$ cat src/rtl/button_debounce_pkg.sv
// Shared types for the push-button debouncer.
// The debounce FSM state encoding lives here so other pin front-ends can reuse it.
package button_debounce_pkg;

  // Debounce FSM states: stable released, press candidate, stable pressed, release candidate
  typedef enum logic [1:0] {
    IDLE         = 2'd0,
    PRESS_WAIT   = 2'd1,
    PRESSED      = 2'd2,
    RELEASE_WAIT = 2'd3
  } btn_state_t;

  // True while the button is in the accepted-pressed half of the FSM
  function automatic logic state_is_held(input btn_state_t st);
    return (st == PRESSED) || (st == RELEASE_WAIT);
  endfunction

endpackage

$ cat src/rtl/sync_2ff.sv
// Two-flop synchroniser for a single asynchronous input.
// Resets to 0 with its own asynchronous active-high reset.
module sync_2ff (
  input  logic clk,
  input  logic rst,
  input  logic d,
  output logic q
);

  logic meta;

  // Capture the asynchronous input, then re-register to settle metastability
  always_ff @(posedge clk or posedge rst) begin
    if (rst) begin
      meta <= 1'b0;
      q    <= 1'b0;
    end else begin
      meta <= d;
      q    <= meta;
    end
  end

endmodule

$ cat src/rtl/button_debounce.sv
// Push-button debouncer: clean level plus single-cycle press/release pulses.
// Optional long-press pulse is compiled in with `define BUTTON_DEBOUNCE_LONG_EN;
// without it btn_long is tied 0 and no hold counter exists.
module button_debounce
  import button_debounce_pkg::*;
#(
  parameter int unsigned DEBOUNCE_CYCLES = 1_000_000,
  parameter int unsigned LONG_CYCLES     = 100_000_000,
  parameter int unsigned ACTIVE_LOW      = 1
) (
  input  logic clk,
  input  logic rst,
  input  logic btn_raw,
  output logic btn_level,
  output logic btn_press,
  output logic btn_release,
  output logic btn_long
);

  localparam int unsigned CNT_W = $clog2(DEBOUNCE_CYCLES);
  localparam logic [CNT_W-1:0] CNT_LAST = CNT_W'(DEBOUNCE_CYCLES - 1);

  // Reject parameter sets the counters cannot represent
  if (DEBOUNCE_CYCLES < 2) begin : g_bad_debounce
    $error("button_debounce: DEBOUNCE_CYCLES must be >= 2");
  end
  if (LONG_CYCLES <= DEBOUNCE_CYCLES) begin : g_bad_long
    $error("button_debounce: LONG_CYCLES must exceed DEBOUNCE_CYCLES");
  end

  logic             btn_norm;
  logic             sync_s;
  btn_state_t       state_q;
  btn_state_t       state_d;
  logic [CNT_W-1:0] cnt_q;
  logic [CNT_W-1:0] cnt_d;
  logic             level_d;
  logic             press_d;
  logic             release_d;
`ifdef BUTTON_DEBOUNCE_LONG_EN
  logic             hold_clr;
`endif

  // Normalise polarity so 1 always means pressed
  assign btn_norm = (ACTIVE_LOW != 0) ? ~btn_raw : btn_raw;

  // Bring the pin into the clock domain
  sync_2ff u_sync (
    .clk (clk),
    .rst (rst),
    .d   (btn_norm),
    .q   (sync_s)
  );

  // Next-state, stability counter and pulse decode
  always_comb begin
    state_d   = state_q;
    cnt_d     = cnt_q;
    level_d   = btn_level;
    press_d   = 1'b0;
    release_d = 1'b0;
`ifdef BUTTON_DEBOUNCE_LONG_EN
    hold_clr  = 1'b0;
`endif
    case (state_q)
      IDLE: begin
        if (sync_s) begin
          state_d = PRESS_WAIT;
          cnt_d   = '0;
        end
      end
      PRESS_WAIT: begin
        if (!sync_s) begin
          state_d = IDLE;
        end else if (cnt_q == CNT_LAST) begin
          state_d  = PRESSED;
          press_d  = 1'b1;
          level_d  = 1'b1;
`ifdef BUTTON_DEBOUNCE_LONG_EN
          hold_clr = 1'b1;
`endif
        end else begin
          cnt_d = cnt_q + CNT_W'(1);
        end
      end
      PRESSED: begin
        if (!sync_s) begin
          state_d = RELEASE_WAIT;
          cnt_d   = '0;
        end
      end
      RELEASE_WAIT: begin
        if (sync_s) begin
          state_d = PRESSED;
        end else if (cnt_q == CNT_LAST) begin
          state_d   = IDLE;
          release_d = 1'b1;
          level_d   = 1'b0;
        end else begin
          cnt_d = cnt_q + CNT_W'(1);
        end
      end
      default: begin
        state_d = IDLE;
        cnt_d   = '0;
        level_d = 1'b0;
      end
    endcase
  end

  // State, counter and registered outputs
  always_ff @(posedge clk or posedge rst) begin
    if (rst) begin
      state_q     <= IDLE;
      cnt_q       <= '0;
      btn_level   <= 1'b0;
      btn_press   <= 1'b0;
      btn_release <= 1'b0;
    end else begin
      state_q     <= state_d;
      cnt_q       <= cnt_d;
      btn_level   <= level_d;
      btn_press   <= press_d;
      btn_release <= release_d;
    end
  end

`ifdef BUTTON_DEBOUNCE_LONG_EN
  localparam int unsigned HOLD_W = $clog2(LONG_CYCLES);
  localparam logic [HOLD_W-1:0] HOLD_LAST = HOLD_W'(LONG_CYCLES - 1);

  logic [HOLD_W-1:0] hold_q;
  logic [HOLD_W-1:0] hold_d;
  logic              fired_q;
  logic              fired_d;
  logic              long_d;

  // Hold counter saturates at its last value; fired flag blocks repeat pulses
  always_comb begin
    hold_d  = hold_q;
    fired_d = fired_q;
    long_d  = 1'b0;
    if (hold_clr) begin
      hold_d  = '0;
      fired_d = 1'b0;
    end else if (state_is_held(state_q)) begin
      if (hold_q == HOLD_LAST) begin
        if (!fired_q) begin
          long_d  = 1'b1;
          fired_d = 1'b1;
        end
      end else begin
        hold_d = hold_q + HOLD_W'(1);
      end
    end
  end

  // Hold counter and long-press pulse register
  always_ff @(posedge clk or posedge rst) begin
    if (rst) begin
      hold_q   <= '0;
      fired_q  <= 1'b0;
      btn_long <= 1'b0;
    end else begin
      hold_q   <= hold_d;
      fired_q  <= fired_d;
      btn_long <= long_d;
    end
  end
`else
  // Long-press feature absent
  assign btn_long = 1'b0;
`endif

endmodule
$ cat config.mk
export PLATFORM = sky130hd
export DESIGN_NAME = button_debounce
export DESIGN_NICKNAME = d
export VERILOG_FILES = /design/src/rtl/button_debounce_pkg.sv /design/src/rtl/sync_2ff.sv /design/src/rtl/button_debounce.sv
export SDC_FILE = /design/constraint.sdc
export NUM_CORES = 1
export LEC_CHECK = 0
export CAP_MARGIN = 15
export CORE_MARGIN = 10
export CORE_UTILIZATION = 46
export CTS_CLUSTER_DIAMETER = 50
export DETAILED_ROUTE_END_ITERATION = 10
export MAX_ROUTING_LAYER = met4
export PLACE_DENSITY = 0.7
export RECOVER_POWER = 100
export SKIP_CTS_REPAIR_TIMING = 1
export SLEW_MARGIN = 40
export SYNTH_ARGS = -nofsm -noshare
export SYNTH_HDL_FRONTEND = slang
export SYNTH_HIERARCHICAL = 1
export SYNTH_SLANG_ARGS = --single-unit
$ cat constraint.sdc
create_clock -name clk -period 4.98 [get_ports clk]
set_input_delay 1.494 -clock clk [delete_from_list [all_inputs] [get_ports clk]]
set_output_delay 1.494 -clock clk [all_outputs]
set_load 0.02 [all_outputs]
==> results of run 1 <==
[where the power goes]
| group | total [mW] | leakage (nW) | internal, mW | switching (mW) |
|---|---|---|---|---|
| Clock | 0.0957 | 0.0150 | 0.0313 | 0.0644 |
| Sequential | 0.233 | 0.368 | 0.223 | 0.0101 |
| Combinational | 0.0256 | 0.382 | 0.00860 | 0.0170 |
| Total | 0.355 | 0.765 | 0.263 | 0.0914 |
[sequential cells by signal (all words and copies together) (netlist names), named ones only]
name,count
btn_release,1
btn_level,1
u_sync/meta,1
u_sync/q,1
state_q,1
cnt_q,20
btn_press,1
[cell usage in the layout, fill, tap and decap left out, drive strengths merged, types with 2 or more instances in the layout]
cell type	netlist	routed
dfrtp	27	27
nand2	18	18
a21oi	13	13
nor3	11	11
inv	9	9
nand3	9	9
nor2	8	8
and3	7	7
o21ai	7	7
nand4	7	7
nor4	7	7
mux2i	5	5
dlygate4sd3	0	5
clkbuf	4	5
a31oi	3	3
and4bb	2	2
and4	2	2
o2111ai	2	2
o211ai	2	2
a211o	2	2
[cell type report]
type / count / area [µm²]
inverters: 9 / 33.8
repair buffers: 6 / 53.8
clock buffers: 4 / 26.3
fillers: 311 / 1670
flip-flops and latches: 27 / 676
well taps: 46 / 57.6
multi-input cells: 127 / 868
[metrics by stage]
step	hold slack, ns	utilization, %	cell area (µm²)
floorplan	0.331	-	1630
global placement	0.344	50.2	1700
detailed placement	0.339	50.2	1700
CTS	0.380	51.0	1730
global route	0.400	50.6	1720
finish	0.377	50.6	1720
[cell families after synthesis]
group           after synthesis  synth area share, %
other cells                   1                0.230
flops                        27                 41.4
fa+ha+maj                     1                0.766
simple gates                 78                 31.6
buf+inv                      19                 5.36
compound gates               39                 15.6
xor+xnor                      2                 1.07
mux                           6                 3.98
[worst paths after layout]
kind | startpoint | end | slack (ns) | cells past startpoint
setup / recovery | btn_level$_DFFE_PP0P_ | btn_level | 2.10 | 1
hold / removal | u_sync/meta$_DFF_PP0_ | u_sync/q$_DFF_PP0_ | 0.38 | 0
setup reg to reg | flop | cnt_q[19]$_DFFE_PP0P_ | 2.56 | 5
hold reg to reg | u_sync/meta$_DFF_PP0_ | u_sync/q$_DFF_PP0_ | 0.38 | 0
max in group asynchronous | rst | cnt_q[2]$_DFFE_PP0P_ | 2.57 | 2
min in group asynchronous | rst | u_sync/meta$_DFF_PP0_ | 1.45 | 2
[layer usage]
layer	share of wire, %	global-route usage [%]	up-vias
met5	0	-	-
met4	0.49	4.30	0
met3	3.7	1.58	2
met2	48	18.2	30
met1	47	14.8	655
li1	-	-	652
==> impl_metrics.env, run 1 <==
export IMPL_synthArstFlopShare_pct=100
export IMPL_grt_antenna_before_repair=0
export IMPL_syn_inst=173
export IMPL_vias=1339
export IMPL_path_class="flop to primary output"
export IMPL_drt_iter0_drc=168
export IMPL_cp_max_fo=3
export IMPL_grt_max_degree=34
export IMPL_crit_buf_inv=1
export IMPL_drive_gt1_share_pct=8.67
export IMPL_fp_coreArea_um2=3390
export IMPL_rows=21
export IMPL_routed_wl_mm=3.50
export IMPL_track_usage_pct=11.6
export IMPL_clk_pin_slew_ns=0.15
export IMPL_drtPass1Iterations=4
export IMPL_slowest_delay_ns=0.66
export IMPL_syn_area_um2=1630
export IMPL_cts_tree="yes"
export IMPL_drtAntennaViolNets=0
export IMPL_max_slew_margin_pct=10.9
export IMPL_gp_congestion=0.786
export IMPL_yosysWarnings=6
export IMPL_avgSynthCellArea_um2=9.44
export IMPL_slowest_stage="dlygate4sd3_1"
export IMPL_fin_crit_ns=2.88
export IMPL_dp_cells=215
export IMPL_hold_class="flop to flop"
export IMPL_timing_final_crit_share_pct=57.8
export IMPL_initial_core_util_pct=48.2
export IMPL_pin_count=7
export IMPL_synth_flop_cell="dfrtp_1"
export IMPL_insertion_delay_ns=0.32
export IMPL_postSynthRegisterBits=27
export IMPL_end_kind="primary output"
export IMPL_power_density_nw_per_um2=207
export IMPL_grt_first_pass_wirelength_mm=5.97
export IMPL_ys_seq_area_share_pct=41.4
export IMPL_layout_nets=178
export IMPL_worstMarginPinSlew_ns=1.34
export IMPL_crit_family="buffers and inverters"
export IMPL_synth_edf_count=0
export IMPL_clock_sinks=27
export IMPL_clock_fmax_mhz=347
export IMPL_cap_violations=0
export IMPL_die_height_um=79.6
export IMPL_worstPathRequired_ns=3.49
export IMPL_post_dp_hpwl_mm=2.35
export IMPL_setup_slack_ns=2.10
export IMPL_synth_common_cells="27 x dfrtp_1, 18 x nand2_1, 13 x a21oi_1"
export IMPL_wire_per_inst_um=16.0
export IMPL_synth_most_common_cell="dfrtp_1"
export IMPL_synth_largest_area_cell="dfrtp_1"
export IMPL_viasPerCell=6.11
export IMPL_setup_tns_ns=0
export IMPL_grt_ovfl_total=0
export IMPL_pre_cts_ws_ns=2.53
export IMPL_instances_no_fill=219
export IMPL_worstSetupStartpointType="flop"
export IMPL_power_uw=355
export IMPL_fp_dieW_um=79.6
export IMPL_status="complete, no violations"
export IMPL_peakVddDrop_v=0.000144
export IMPL_antenna_cells=0
export IMPL_synth_cell_type_count=50
export IMPL_grt_pass1_vias=1279
export IMPL_worstPathArrival_ns=1.38
export IMPL_drv_slew=0
export IMPL_synthToLayoutAreaGrowth_pct=5.06
export IMPL_finClkSkew_ns=0.00510
export IMPL_cts_root_buf="clkbuf_4"
export IMPL_finalHoldViolCount=0
export IMPL_cts_buffers_inserted=3
export IMPL_synth_top_cells_by_area="dfrtp_1 41%, nand2_1 4.1%, a21oi_1 4.0%"
export IMPL_finalSetupViolations=0
export IMPL_power_leakage_nw=0.765
export IMPL_drc=0
export IMPL_synth_nets=177
export IMPL_clockBufferDepth=2
export IMPL_path_cells="dlygate4sd3_1"
export IMPL_htree_levels=1
export IMPL_netlist_area_leader_share_pct=41.4
export IMPL_portBuffers=5
export IMPL_rsz0062_at_grt="false"
export IMPL_die_area_um2=6330
No activity file was read; power rests on OpenSTA's default activity.
==> run 2: changes to the inputs <==
==> constraint.sdc (replaced) <==
create_clock -name clk -period 2.95 [get_ports clk]
set_input_delay 0.885 -clock clk [delete_from_list [all_inputs] [get_ports clk]]
set_output_delay 0.885 -clock clk [all_outputs]
set_load 0.02 [all_outputs]
==> run 2 against run 1 <==
Compared with the run above:
- flip-flop and latch count is the same
- largest cell class unchanged
- critical endpoint is now cnt_q[8]$_DFFE_PP0P_
- critical path type is now flop to flop
- die area is the same
- register-to-register slack lost 2.1 ns
- clock skew grew 0.010 ns
- final cell count grew 0.91%
==> impl_metrics.env, run 2 (synthesis results as in run 1) <==
export IMPL_hp_start="u_sync/meta$_DFF_PP0_"
export IMPL_post_dp_hpwl_mm=2.50
export IMPL_status="complete, no violations"
export IMPL_cp_max_fo=14
export IMPL_setup_tns_ns=0
export IMPL_crit_buf_inv=2
export IMPL_drt_iter0_drc=96
export IMPL_dpl_cell_area_um2=1720
export IMPL_drtPass1Iterations=4
export IMPL_crit_family="XOR/XNOR gates"
export IMPL_final_common_cell="dfrtp_1"
export IMPL_cts_tree="yes"
export IMPL_reg2reg_depth=5
export IMPL_drv_slew=0
export IMPL_pin_count=7
export IMPL_portBuffers=5
export IMPL_clock_sinks=27
export IMPL_rows=21
export IMPL_hold_class="flop to flop"
export IMPL_slowest_stage="xnor2_1"
export IMPL_final_util_pct=50.8
export IMPL_finalSetupViolations=0
export IMPL_fp_coreArea_um2=3390
export IMPL_clock_fmax_mhz=406
export IMPL_min_to="u_sync/q$_DFF_PP0_"
export IMPL_grt_antenna_before_repair=0
export IMPL_design_area_um2=1720
export IMPL_clockBufferDepth=2
export IMPL_drive_gt1_share_pct=9.14
export IMPL_regMostFlops="cnt_q"
export IMPL_worstPathArrival_ns=2.70
export IMPL_finClkSkew_ns=0.0151
export IMPL_dp_cells=217
export IMPL_insertion_delay_ns=0.34
export IMPL_layout_nets=180
export IMPL_setup_slack_ns=0.484
export IMPL_wire_per_inst_um=16.0
export IMPL_cts_buffers_inserted=3
export IMPL_slowest_delay_ns=0.73
export IMPL_max_slew_margin_pct=8.80
export IMPL_grt_ovfl_total=0
export IMPL_worstSetupStartpointType="flop"
export IMPL_fp_dieW_um=79.6
export IMPL_htree_levels=1
export IMPL_viasPerCell=6.09
export IMPL_initial_core_util_pct=48.2
export IMPL_die_height_um=79.6
export IMPL_worstMarginPinSlew_ns=1.37
export IMPL_largest_reg_flops=20
export IMPL_die_area_um2=6330
export IMPL_track_usage_pct=12.3
export IMPL_cts_root_buf="clkbuf_4"
export IMPL_power_leakage_nw=0.769
export IMPL_end_kind="flop"
export IMPL_finalHoldViolCount=0
export IMPL_gp_congestion=0.888
export IMPL_path_class="flop to flop"
export IMPL_timing_final_crit_share_pct=83.6
export IMPL_reg2reg_slack_ns=0.48
export IMPL_clk_pin_slew_ns=0.16
export IMPL_drc=0
export IMPL_peakVddDrop_v=0.000183
export IMPL_layout_common_cells="27 x dfrtp_1, 18 x nand2_1, 13 x a21oi_1, 11 x nor3_1, 9 x inv_1"
export IMPL_worstPathRequired_ns=3.18
export IMPL_r2r_end="cnt_q[8]$_DFFE_PP0P_"
export IMPL_antenna_cells=0
export IMPL_power_density_nw_per_um2=351
export IMPL_synthToLayoutAreaGrowth_pct=5.36
export IMPL_grt_pass1_vias=1347
export IMPL_grt_max_degree=26
export IMPL_hold_path_depth=0
export IMPL_vias=1345
export IMPL_grt_first_pass_wirelength_mm=6.26
export IMPL_drtAntennaViolNets=0
export IMPL_routed_wl_mm=3.54
export IMPL_rsz0062_at_grt="false"
export IMPL_fin_crit_ns=2.47
export IMPL_pre_cts_ws_ns=1.05
export IMPL_instances_no_fill=221
export IMPL_cap_violations=0
export IMPL_path_cells="xnor2_1 > clkbuf_1 > buf_4 > nor4_1 > a311o_1"
==> run 2: report_power, final <==
part           internal (mW)  total (mW)  switching, mW
clock                 0.0510       0.166          0.115
sequential             0.377       0.394         0.0171
combinational         0.0150      0.0444         0.0294
==> run 2: worst reg2reg max path, cell delays in order (launching register included) <==
cell and delay [ns]:
dfrtp_1 0.50, xnor2_1 0.73, clkbuf_1 0.44, buf_4 0.29, nor4_1 0.08, a311o_1 0.32
==> run 2: worst max-delay path by stage <==
| stage | start | end | slack (ns) | cells past startpoint |
|---|---|---|---|---|
| after global placement | state_q[0]$_DFFE_PP0P_ | btn_level$_DFFE_PP0P_ | 1.08 | 4 |
| after floorplan | cnt_q[0]$_DFFE_PP0P_ | flop | 1.23 | 6 |
| final | flop | cnt_q[8]$_DFFE_PP0P_ | 0.48 | 5 |
| after detailed placement | cnt_q[0]$_DFFE_PP0P_ | flop | 1.05 | 5 |
| after global routing | flop | cnt_q[8]$_DFFE_PP0P_ | 0.39 | 5 |
| after CTS | btn_level$_DFFE_PP0P_ | btn_level | 0.70 | 1 |
==> run 2: cell type report <==
type | count | area, µm²
Fill cell | 324 | 1670
Multi-Input combinational cell | 127 | 861
Sequential cell | 27 | 676
Timing Repair Buffer | 8 | 65.1
Tap cell | 46 | 57.6
Inverter | 9 | 33.8
Clock buffer | 3 | 22.5
Clock inverter | 1 | 5.00
==> run 2: layer usage <==
metal  vias up  wire [µm]  global-route usage [%]
li1        647          -                       -
met1       661       1660                    15.8
met2        33       1680                    18.4
met3         4        152                    2.14
met4         0         40                    5.38
met5         -          0                       -
==> run 2: through the flow <==
stage / hold WS (ns) / total power [mW]
floorplan: 0.331 / 0.432
global placement: 0.340 / 0.444
detailed placement: 0.343 / 0.448
CTS: 0.377 / 0.613
global route: 0.392 / 0.627
finish: 0.376 / 0.605
